==> src/rtl/word_buffer_pkg.sv <==
// Shared defaults and elaboration helpers for the word_buffer FIFO slice.
package word_buffer_pkg;

  localparam int WB_DEFAULT_N     = 8;
  localparam int WB_DEFAULT_DEPTH = 4;

  // True when d is a power of two and at least 2 (pointer wrap relies on it).
  function automatic bit wb_depth_ok(input int d);
    return (d >= 2) && ((d & (d - 1)) == 0);
  endfunction

endpackage

==> src/rtl/word_buffer_mem.sv <==
// DEPTH x N register array: one synchronous write port, one combinational read port.
module word_buffer_mem
  import word_buffer_pkg::*;
#(
  parameter int N     = WB_DEFAULT_N,
  parameter int DEPTH = WB_DEFAULT_DEPTH,
  parameter int AW    = $clog2(DEPTH)
) (
  input  logic          clk,
  input  logic          we,
  input  logic [AW-1:0] waddr,
  input  logic [N-1:0]  wdata,
  input  logic [AW-1:0] raddr,
  output logic [N-1:0]  rdata
);

  logic [N-1:0] mem_q [DEPTH];

  // Storage is intentionally not reset; empty status masks stale contents.
  always_ff @(posedge clk) begin
    if (we) begin
      mem_q[waddr] <= wdata;
    end
  end

  assign rdata = mem_q[raddr];

endmodule

==> src/rtl/word_buffer.sv <==
// First-word-fall-through synchronous FIFO with occupancy and peak-occupancy status.
module word_buffer
  import word_buffer_pkg::*;
#(
  parameter int N     = WB_DEFAULT_N,
  parameter int DEPTH = WB_DEFAULT_DEPTH,
  localparam int AW   = $clog2(DEPTH)
) (
  input  logic          clk,
  input  logic          reset,
  input  logic          in_valid,
  output logic          in_ready,
  input  logic [N-1:0]  in_data,
  output logic          out_valid,
  input  logic          out_ready,
  output logic [N-1:0]  out_data,
  output logic [AW:0]   count,
  output logic          full,
  output logic          empty,
  output logic [AW:0]   peak
);

  if (!wb_depth_ok(DEPTH)) begin : g_bad_depth
    $error("word_buffer: DEPTH must be a power of two and >= 2");
  end

  localparam logic [AW:0]   DEPTH_C = (AW + 1)'(DEPTH);
  localparam logic [AW:0]   ONE_C   = (AW + 1)'(1);
  localparam logic [AW-1:0] PTR_ONE = AW'(1);

  logic [AW-1:0] wr_ptr_q, wr_ptr_d;
  logic [AW-1:0] rd_ptr_q, rd_ptr_d;
  logic [AW:0]   count_q,  count_d;
  logic [AW:0]   peak_q,   peak_d;
  logic          push_s, pop_s;

  // Handshakes depend only on registered occupancy, so no loop through in_valid/out_ready.
  assign full      = (count_q == DEPTH_C);
  assign empty     = (count_q == {(AW + 1){1'b0}});
  assign in_ready  = ~full;
  assign out_valid = ~empty;
  assign push_s    = in_valid & in_ready;
  assign pop_s     = out_valid & out_ready;
  assign count     = count_q;
  assign peak      = peak_q;

  // Next-state for pointers, occupancy and peak.
  always_comb begin
    wr_ptr_d = wr_ptr_q;
    rd_ptr_d = rd_ptr_q;
    count_d  = count_q;
    if (push_s) begin
      wr_ptr_d = wr_ptr_q + PTR_ONE;
    end else begin
      wr_ptr_d = wr_ptr_q;
    end
    if (pop_s) begin
      rd_ptr_d = rd_ptr_q + PTR_ONE;
    end else begin
      rd_ptr_d = rd_ptr_q;
    end
    case ({push_s, pop_s})
      2'b10:   count_d = count_q + ONE_C;
      2'b01:   count_d = count_q - ONE_C;
      default: count_d = count_q;
    endcase
    // count never exceeds DEPTH, so peak saturates there on its own.
    peak_d = (count_d > peak_q) ? count_d : peak_q;
  end

  // State registers; reset discards all stored words and wins over any transfer.
  always_ff @(posedge clk) begin
    if (reset) begin
      wr_ptr_q <= '0;
      rd_ptr_q <= '0;
      count_q  <= '0;
      peak_q   <= '0;
    end else begin
      wr_ptr_q <= wr_ptr_d;
      rd_ptr_q <= rd_ptr_d;
      count_q  <= count_d;
      peak_q   <= peak_d;
    end
  end

  word_buffer_mem #(
    .N     (N),
    .DEPTH (DEPTH),
    .AW    (AW)
  ) u_mem (
    .clk   (clk),
    .we    (push_s & ~reset),
    .waddr (wr_ptr_q),
    .wdata (in_data),
    .raddr (rd_ptr_q),
    .rdata (out_data)
  );

endmodule

==> config.mk <==
export PLATFORM = sky130hd
export DESIGN_NAME = word_buffer
export DESIGN_NICKNAME = d
export VERILOG_FILES = /design/src/rtl/word_buffer_pkg.sv /design/src/rtl/word_buffer_mem.sv /design/src/rtl/word_buffer.sv
export SDC_FILE = /design/constraint.sdc
export NUM_CORES = 1
export LEC_CHECK = 0
export BUFFER_PORTS_ARGS = -buffer_cell sky130_fd_sc_hd__buf_2
export CORE_UTILIZATION = 54
export DETAILED_ROUTE_END_ITERATION = 16
export PLACE_DENSITY = 0.77
export SYNTH_ARGS = -nofsm -noshare
export SYNTH_HDL_FRONTEND = slang
export SYNTH_HIERARCHICAL = 1
export SYNTH_SLANG_ARGS = --single-unit
==> constraint.sdc <==
create_clock -name clk -period 3.75 [get_ports clk]
set_input_delay 0.75 -clock clk [delete_from_list [all_inputs] [get_ports clk]]
set_output_delay 0.75 -clock clk [all_outputs]
set_load 0.03 [all_outputs]
==> results of run 1 <==
registers in the layout (all words and copies together) (netlist names):
signal / count
u_mem/mem_q: 32
count: 3
peak: 3
rd_ptr_q: 2
wr_ptr_q: 2
through the flow:
stage          util, %  total power [mW]
2_1_floorplan        -              1.18
3_3_place_gp      62.6              1.31
3_5_place_dp      62.6              1.34
4_1_cts           64.3              1.54
5_1_grt           64.3              1.63
6_report          64.3              1.53
tightest hold or removal path: stages (launching register included):
cell and delay [ns]:
dfxtp_1 0.34, inv_1 0.08, o31ai_1 0.07
Yosys cell counts, types with 2 or more instances:
master	count	area share, %
mux4_2	8	11
edfxtp_1	32	56
inv_1	6	1.3
ha_1	4	2.9
dfxtp_1	10	12
nor2_1	10	2.2
nand2_1	3	0.66
xor2_1	4	2.0
xnor2_1	3	1.5
and3_1	2	0.73
and3b_1	2	1.0
layout make-up:
cell class,instances,area (sq um)
fill,239,1080
tap,44,55.1
inverter,6,22.5
multi-input combinational,51,505
clock inverter,2,10.0
timing repair buffer,30,153
sequential,42,1160
clock buffer,6,41.3
final timing paths:
check,to,slack (ns),start
max,peak[2]$_SDFFE_PP0N_,0.73,count[0]$_SDFF_PP0_
min,peak[1]$_SDFFE_PP0N_,0.53,peak[1]$_SDFFE_PP0N_
min reg2reg,peak[1]$_SDFFE_PP0N_,0.53,peak[1]$_SDFFE_PP0N_
max reg2reg,peak[2]$_SDFFE_PP0N_,0.73,count[0]$_SDFF_PP0_
report_power, final:
group	leakage [nW]	internal [mW]	switching, mW
Clock	0.0320	0.0715	0.136
Sequential	0.373	0.561	0.0762
Combinational	0.350	0.269	0.419
Total	0.754	0.901	0.631
logic make-up (layout without fill, tap and decap cells):
logic type               count (synthesis)  after routing  synth area share (%)
AND/OR/NAND/NOR                         24             24                  8.20
XOR/XNOR                                 7              7                  3.59
multiplexers                             9              9                  11.1
adder cells (fa/ha/maj)                  5              5                  4.10
flip-flops                              42             42                  67.9
buffers and inverters                    9             44                  2.49
AO/OA/AOI/OAI                            6              6                  2.56
per-layer routing:
layer	vias to the layer above	GRT usage, %	wire [um]
met3	5	6.70	159
met1	454	23.1	1220
met2	30	29.1	1260
met4	0	7.14	42
li1	449	-	-
met5	-	0	0
==> summary.txt, run 1 <==
Cells and area
  • Commonest non-fill, non-tap cell in the layout: edfxtp_1
  • Final std cell area, no fill: 0.00195 sq mm
  • Diode count: 0
  • Fin cells: 181
  • Layout cells sized above 1: 37.2%
  • Most frequent cells in the layout: edfxtp_1, buf_2, nor2_1, dfxtp_1, mux4_2
  • Layout area overhead: 14.0%
  • Final nets: between 150 and 200

Synth
  • Yosys reg bits: 42
  • Ys flop type: edfxtp_1
  • Cell area after synthesis: ~0.0017 sq mm
  • Post-synth EDFFs: 32
  • Syn_nets: 119
  • Yosys cell types: 29
  • Syn. warnings: 6
  • Sequential cell area fraction in the yosys report: around two thirds
  • Cells after Synth: about 100
  • Asr flop ratio synth: 0%
  • Syn avg cell area: around 17 sq um

Job
  • Max_cap viols: 0

CTS
  • Clk buf depth: 2
  • CTS Root Cell: clkbuf_4
  • CTS clk-pin slew, worst paths: ~0.11 ns
  • CTS Buf Count: 5
  • CTS Sinks: between 40 and 50
  • Setup Fix Bufs, Post-CTS: 0
  • H-tree Lvls: 2
  • Clk Latency, worst-skew pair: approximately 0.34 ns
  • CTS tree: done
  • CTS Hold Bufs: 0
  • Post-CTS sizing: 0

Setup path
  • Critical path endpoint category: flop
  • Crit path DAT: roughly 3.3 ns
  • CP Launch Type: flop
  • CP top delay family: adder cells
  • CP Cell Sequence: o31a_2, ha_1, fa_1, xnor2_1, nor2_1, xnor2_1, inv_1, ha_1, and3_1, a21oi_2, nor2_1, a211oi_1
  • Max stage delay on crit path: roughly 0.39 ns
  • Cell count along the critical path: 12
  • Slowest cell on crit path: dfxtp_1
  • Worst Reg-to-Reg Cells: 12
  • Worst-path fanout max: 6
  • CP Buf/Inv Count: 1
  • CP Class: reg2reg
  • Req. time, crit path: 4.01 ns

Power
  • Peak supply drop: between 600 and 700 uV
  • Pwr dens: 787 mW/mm^2
  • LEAKAGE: around 0.75 nW

Timing
  • Worst setup margin: roughly 0.73 ns
  • Fin crit share: about four fifths
  • RSZ-0062 raised after global routing: no
  • Max Fclk: ~330 MHz
  • Fin Hold WS: approximately 0.53 ns
  • Max transition margin: 56.2%
  • Fin. Hold Viols: 0
  • Minimum clock period: a little over 3 ns
  • Setup TNS: 0 ns
  • Slew Limit Fails: 0
  • Max Clock Skew: around 0.011 ns
  • Final setup fails: 0
  • Slew @ Worst Pin: about 0.66 ns

Floorplanning
  • Initial Util: a little under three fifths
  • Row count: 20
  • IO Pins: 30
  • Die footprint: ~0.0034 sq mm
  • Core area: slightly above 0.003 sq mm
  • Die height: about 58 um
  • DIE WIDTH: 58.3 um

GRT
  • Grt total ovfl: 0
  • Initial antenna violation count: 0
  • Largest net degree at the start of global routing: 14
  • GRT Resource Usage Total: roughly 18%
  • Vias in the first global route: 928
  • First-pass GRT wire length: 4330 um

Placed design
  • Pre-CTS setup slack: between 0.5 and 0.6 ns
  • RD Place Congestion: ~0.74
  • Area after DPL: between 0.0015 and 0.002 sq mm
  • IO Port Bufs: 29
  • Placed insts: 173
  • HPWL Detailed: 1870 um

Route
  • Initial DRC Count: 24
  • WL per Instance: approximately 15 um
  • DRC: 0
  • Routed Antenna Nets: 0
  • Overall routed net length: ~2700 um
  • DRT Pass-1 Iters: 4
  • DR vias/cell: 5.18
  • Vias: 938

Hold path
  • Worst hold path class: reg2reg
  • Hold depth: 2

Run status
  • Outcome: complete, no violations
No activity file was read; power rests on OpenSTA's default activity.
==> inputs of run 2 (changes only) <==
--- a/config.mk
+++ b/config.mk
@@ -6,9 +6,9 @@
 export NUM_CORES = 1
 export LEC_CHECK = 0
 export BUFFER_PORTS_ARGS = -buffer_cell sky130_fd_sc_hd__buf_2
-export CORE_UTILIZATION = 54
+export CORE_UTILIZATION = 49
 export DETAILED_ROUTE_END_ITERATION = 16
-export PLACE_DENSITY = 0.77
+export PLACE_DENSITY = 0.74
 export SYNTH_ARGS = -nofsm -noshare
 export SYNTH_HDL_FRONTEND = slang
 export SYNTH_HIERARCHICAL = 1
==> constraint.sdc (replaced) <==
create_clock -name clk -period 2.7 [get_ports clk]
set_input_delay 0.54 -clock clk [delete_from_list [all_inputs] [get_ports clk]]
set_output_delay 0.54 -clock clk [all_outputs]
set_load 0.03 [all_outputs]
==> summary.txt, run 2 (synthesis gave the netlist of run 1 again) <==
Timing
  • Minimum clock period: around 2.7 ns
  • Fin. Hold Viols: 0
  • Final setup fails: 2
  • RSZ-0062 raised after global routing: yes
  • Slew Limit Fails: 0
  • Fin crit share: 101%
  • Max Fclk: roughly 370 MHz
  • Worst setup margin: -0.0382 ns
  • Max Clock Skew: approximately 0.0073 ns
  • Slew @ Worst Pin: between 0.4 and 0.5 ns
  • Max transition margin: between 70% and 80%

GRT
  • First-pass GRT wire length: around 4500 um
  • Grt total ovfl: 0
  • Largest net degree at the start of global routing: 16
  • GRT Resource Usage Total: about 18%
  • Vias in the first global route: 966
  • Initial antenna violation count: 0

Cells and area
  • Largest Register: u_mem/mem_q
  • Layout cells sized above 1: between 40 and 50%
  • Layout Utilization: approximately 62%
  • Number of flip-flops in the largest register: 32
  • Final nets: 160
  • Layout area overhead: 21.7%
  • Commonest non-fill, non-tap cell in the layout: edfxtp_1
  • Most frequent cells in the layout: edfxtp_1, buf_2, nor2_1
  • Diode count: 0

CTS
  • CTS clk-pin slew, worst paths: approximately 0.13 ns
  • CTS Hold Bufs: 0
  • H-tree Lvls: 2
  • CTS Sinks: between 40 and 50
  • CTS Root Cell: clkbuf_4
  • CTS tree: done
  • CTS Buf Count: 5
  • Clk Latency, worst-skew pair: about 0.35 ns
  • Clk buf depth: 2

Power
  • Peak supply drop: ~930 uV
  • Clock Power Share: between 10 and 15%
  • Pwr dens: between 1000 and 1500 mW/mm^2
  • LEAKAGE: 0.789 nW
  • Switching power total: roughly 1.0 mW
  • Sequential power share: around a third
  • Int Pwr: about 1.5 mW
  • Combinational share of power: between 50% and 60%
  • Net Sw Frac: between 40% and 50%

Job
  • Max_cap viols: 0

Run status
  • Violated checks: setup timing
  • Outcome: finished, violations left

Placed design
  • RD Place Congestion: between 0.7 and 0.8
  • HPWL Detailed: about 2000 um
  • IO Port Bufs: 29
  • Pre-CTS setup slack: -0.113 ns

Route
  • Initial DRC Count: 30
  • DR vias/cell: 5.09
  • DRT Pass-1 Iters: 4
  • WL per Instance: ~15 um
  • Overall routed net length: 2900 um
  • Vias: 967
  • Routed Antenna Nets: 0
  • DRC: 0

Floorplanning
  • Initial Util: 51.2%
  • Row count: 21
  • Die footprint: between 0.003 and 0.004 sq mm
  • Core area: about 0.0033 sq mm
  • IO Pins: 30
  • Die height: around 60 um
  • DIE WIDTH: about 61 um

Setup path
  • Worst-path fanout max: 6
  • Crit path DAT: around 3 ns
  • Reg2reg setup slack: -0.04 ns
  • CP Launch Type: flop
  • Critical path endpoint category: flop
  • CP Class: reg2reg
  • Req. time, crit path: a little under 3 ns

Hold path
  • Worst hold path class: in2reg
## run 2: cell count changes in the layout (fill, tap and decap cells not counted), moves of 2 or more
cell / change
dfxtp_4: +3
ha_4: +2
buf_4: +7
ha_1: -2
clkinvlp_4: +2
dfxtp_1: -3
clkinv_2: -2
## run 2: path summary, 6_finish.rpt
kind	depth (start not counted)	endpoint	from
max	11	peak[2]$_SDFFE_PP0N_	count[2]$_SDFF_PP0_
min	1	u_mem/mem_q[1][7]$_DFFE_PP_	in_data[7]
max reg2reg	11	peak[2]$_SDFFE_PP0N_	count[2]$_SDFF_PP0_
min reg2reg	2	peak[0]$_SDFFE_PP0N_	peak[0]$_SDFFE_PP0N_
## run 2: routing by layer
metal / part of all wire (%) / global-route usage (%) / up-vias
met5: 0 / 0 / -
met3: 4.1 / 5.04 / 8
met2: 53 / 30.3 / 26
met1: 40 / 20.7 / 472
li1: - / - / 461
met4: 2.7 / 9.09 / 0
## run 2: timing repair
action | CTS | global route
gates resized for setup | 1 | 4
setup endpoints to repair | 3 | 3
buffers inserted | 3 | 1
pin swaps | 3 | 1
cloned | 0 | 0
hold endpoints to repair | 0 | 0
## run 2: per-stage QoR
step,power (mW),std cells,hold slack [ns],area [sq um],TNS (ns)
4_1_cts,2.35,189,0.378,2050,0
3_3_place_gp,1.89,178,0.482,1960,0
3_5_place_dp,1.95,178,0.491,1960,-0.113
5_1_grt,2.60,190,0.367,2080,-0.409
6_report,2.46,190,0.393,2080,-0.0709
2_1_floorplan,1.68,102,0.478,1750,0
## run 2: critical path: stages (launching register included)
cell and delay [ns]:
dfxtp_4 0.40, or3b_4 0.40, nand2_4 0.10, ha_4 0.14, fa_2 0.43, mux2i_2 0.19
inv_1 0.10, ha_1 0.29, and3_1 0.18, a21oi_4 0.19, nor2_1 0.07, a211oi_1 0.17
## run 2: power by group through the flow
stage               clock network [mW]  logic (mW)  registers [mW]
floorplan                            0       0.753           0.930
global placement                     0        1.01           0.885
detailed placement                   0        1.06           0.891
CTS                              0.322        1.16           0.867
global route                     0.348        1.37           0.886
finish                           0.315        1.28           0.870
## run 2: area by class of cell
| class | count | area [sq um] |
|---|---|---|
| flip-flops and latches | 42 | 1170 |
| repair buffers | 37 | 205 |
| well taps | 46 | 57.6 |
| fillers | 273 | 1260 |
| clock buffers | 5 | 37.5 |
| inverters | 6 | 22.5 |
| multi-input cells | 51 | 561 |
| clock inverters | 3 | 23.8 |
==> inputs of run 3 (changes only) <==
--- a/config.mk
+++ b/config.mk
@@ -6,9 +6,12 @@
 export NUM_CORES = 1
 export LEC_CHECK = 0
 export BUFFER_PORTS_ARGS = -buffer_cell sky130_fd_sc_hd__buf_2
-export CORE_UTILIZATION = 49
+export CELL_PAD_IN_SITES_DETAIL_PLACEMENT = 0
+export CELL_PAD_IN_SITES_GLOBAL_PLACEMENT = 1
+export CORE_UTILIZATION = 41
 export DETAILED_ROUTE_END_ITERATION = 16
-export PLACE_DENSITY = 0.74
+export PLACE_DENSITY_LB_ADDON = 0.1
+export SETUP_SLACK_MARGIN = 0.02
 export SYNTH_ARGS = -nofsm -noshare
 export SYNTH_HDL_FRONTEND = slang
 export SYNTH_HIERARCHICAL = 1
==> summary.txt, run 3 (synthesis gave the netlist of run 1 again) <==
Run status
  • Outcome: complete, no violations

Route
  • DR vias/cell: just under 5
  • DRT Pass-1 Iters: 4
  • Routed Antenna Nets: 0
  • DRC: 0
  • WL per Instance: 14.2 um
  • Initial DRC Count: a little over 60
  • Vias: between 900 and 1k
  • Overall routed net length: approximately 2700 um

Cells and area
  • Number of flip-flops in the largest register: 32
  • Area of the multi-input gates: 557 sq um
  • Most frequent cells in the layout: edfxtp_1, buf_2, nor2_1
  • Fillers: 350
  • Register area: 0.00117 sq mm
  • Final nets: between 150 and 200
  • Largest Register: u_mem/mem_q
  • Layout area overhead: 22.5%
  • Diode count: 0
  • Commonest non-fill, non-tap cell in the layout: edfxtp_1
  • Layout cells sized above 1: between 40 and 50%
  • Fin cells: slightly below 200

Floorplanning
  • Die height: 66.6 um
  • IO Pins: 30
  • Row count: 23
  • Die footprint: roughly 0.0044 sq mm
  • Core area: approximately 0.0040 sq mm
  • Initial Util: a little over two fifths
  • DIE WIDTH: roughly 67 um

GRT
  • Largest net degree at the start of global routing: 13
  • GRT Resource Usage Total: approximately 15%
  • First-pass GRT wire length: 4380 um
  • Grt total ovfl: 0
  • Initial antenna violation count: 0
  • Vias in the first global route: around 930

Timing
  • Final setup fails: 0
  • Max Fclk: 382 MHz
  • Fin Hold WS: between 0.4 and 0.5 ns
  • Max transition margin: 59.9%
  • Slew @ Worst Pin: about 0.6 ns
  • Worst setup margin: a little over 0.08 ns
  • Slew Limit Fails: 0
  • Fin crit share: approximately 97%
  • Max Clock Skew: 0.00435 ns
  • RSZ-0062 raised after global routing: yes
  • Minimum clock period: 2.62 ns
  • Fin. Hold Viols: 0

Setup path
  • First element of the critical path: count[2]$_SDFF_PP0_
  • CP Capture Point: peak[2]$_SDFFE_PP0N_
  • CP Class: reg2reg
  • Req. time, crit path: 2.91 ns
  • Worst-path fanout max: 6
  • Critical path endpoint category: flop
  • Reg-to-reg endpoint: peak[2]$_SDFFE_PP0N_
  • Crit path DAT: 2.83 ns
  • Worst Reg-to-Reg Cells: 12
  • CP Launch Type: flop
  • Reg-to-Reg Start: count[2]$_SDFF_PP0_
  • Reg2reg setup slack: a little over 0.08 ns

CTS
  • CTS tree: done
  • CTS Buf Count: 5
  • CTS Sinks: between 40 and 50
  • CTS Root Cell: clkbuf_8
  • Clk buf depth: 2
  • H-tree Lvls: 2
  • CTS Hold Bufs: 0
  • Clk Latency, worst-skew pair: 0.29 ns
  • CTS clk-pin slew, worst paths: ~0.070 ns

Power
  • Pwr dens: 1160 mW/mm^2
  • Total power: between 2 and 2.5 mW
  • LEAKAGE: 0.798 nW
  • Peak supply drop: slightly above 800 uV

Placed design
  • Pre-CTS setup slack: -0.0467 ns
  • IO Port Bufs: 29
  • HPWL Detailed: 1840 um
  • Placed insts: around 180
  • RD Place Congestion: approximately 0.7

Job
  • Max_cap viols: 0

Hold path
  • Worst hold path class: in2reg
-- run 3: cell types whose count changed in the layout (fill, tap and decap cells not counted), sizes merged --
| cell | delta |
|---|---|
| inv | -1 |
| clkinv | +2 |
| clkinvlp | -2 |
| buf | -1 |
| clkbuf | +1 |
-- run 3: how the worst min path moves through the flow --
stage	start	to	slack [ns]	depth (start not counted)
after floorplan	rd_ptr_q[1]$_SDFFE_PP0P_	rd_ptr_q[1]$_SDFFE_PP0P_	0.48	2
after global placement	peak[2]$_SDFFE_PP0N_	peak[2]$_SDFFE_PP0N_	0.50	2
after detailed placement	peak[0]$_SDFFE_PP0N_	peak[0]$_SDFFE_PP0N_	0.49	2
after CTS	in_data[4]	u_mem/mem_q[3][4]$_DFFE_PP_	0.46	1
after global routing	in_data[1]	u_mem/mem_q[2][1]$_DFFE_PP_	0.46	1
final	in_data[5]	u_mem/mem_q[2][5]$_DFFE_PP_	0.46	1
-- run 3: worst max-delay path: stages (launching register included) --
cell	delay, ns
dfxtp_4	0.37
o31a_4	0.36
ha_4	0.16
fa_2	0.33
xnor2_1	0.14
nor2_1	0.07
xnor2_1	0.20
inv_1	0.10
ha_4	0.29
nand3b_1	0.11
a21oi_4	0.20
nor2_1	0.06
a211oi_1	0.15
-- run 3: metal layers --
layer  global-route usage (%)  routed length [um]  part of all wire (%)  vias to the layer above
li1                         -                   -                     -                      458
met1                     16.1                1180                    43                      442
met2                     24.4                1360                    50                       25
met3                     5.48                 139                   5.1                        5
met4                     7.18                  50                   1.8                        0
met5                        0                   0                     0                        -
-- run 3: power by group --
| part | internal (mW) | switching (mW) |
|---|---|---|
| Combinational | 0.518 | 0.642 |
| Sequential | 0.792 | 0.106 |
| Clock | 0.177 | 0.191 |
| Total | 1.49 | 0.939 |
-- run 3: repair_timing --
action | CTS | global route
buffers inserted | 2 | 2
endpoints found under the hold margin | 0 | 0
resized for setup | 1 | 4
setup endpoints to repair | 1 | 3
pin swaps | 3 | 1
-- run 3: cell type report --
type / count / area share, %
multi-input cells: 51 / 26.6
well taps: 50 / 2.99
repair buffers: 36 / 9.44
clock buffers: 6 / 3.47
flip-flops and latches: 42 / 56.0
clock inverters: 2 / 0.418
inverters: 6 / 1.08
-- run 3: metrics by stage --
| step | setup TNS [ns] | utilization [%] | cell area, sq um |
|---|---|---|---|
| global route | -0.258 | 52.3 | 2090 |
| global placement | 0 | 49.0 | 1960 |
| finish | 0 | 52.3 | 2090 |
| detailed placement | -0.0467 | 49.0 | 1960 |
| CTS | 0 | 51.5 | 2060 |
| floorplan | 0 | - | 1750 |
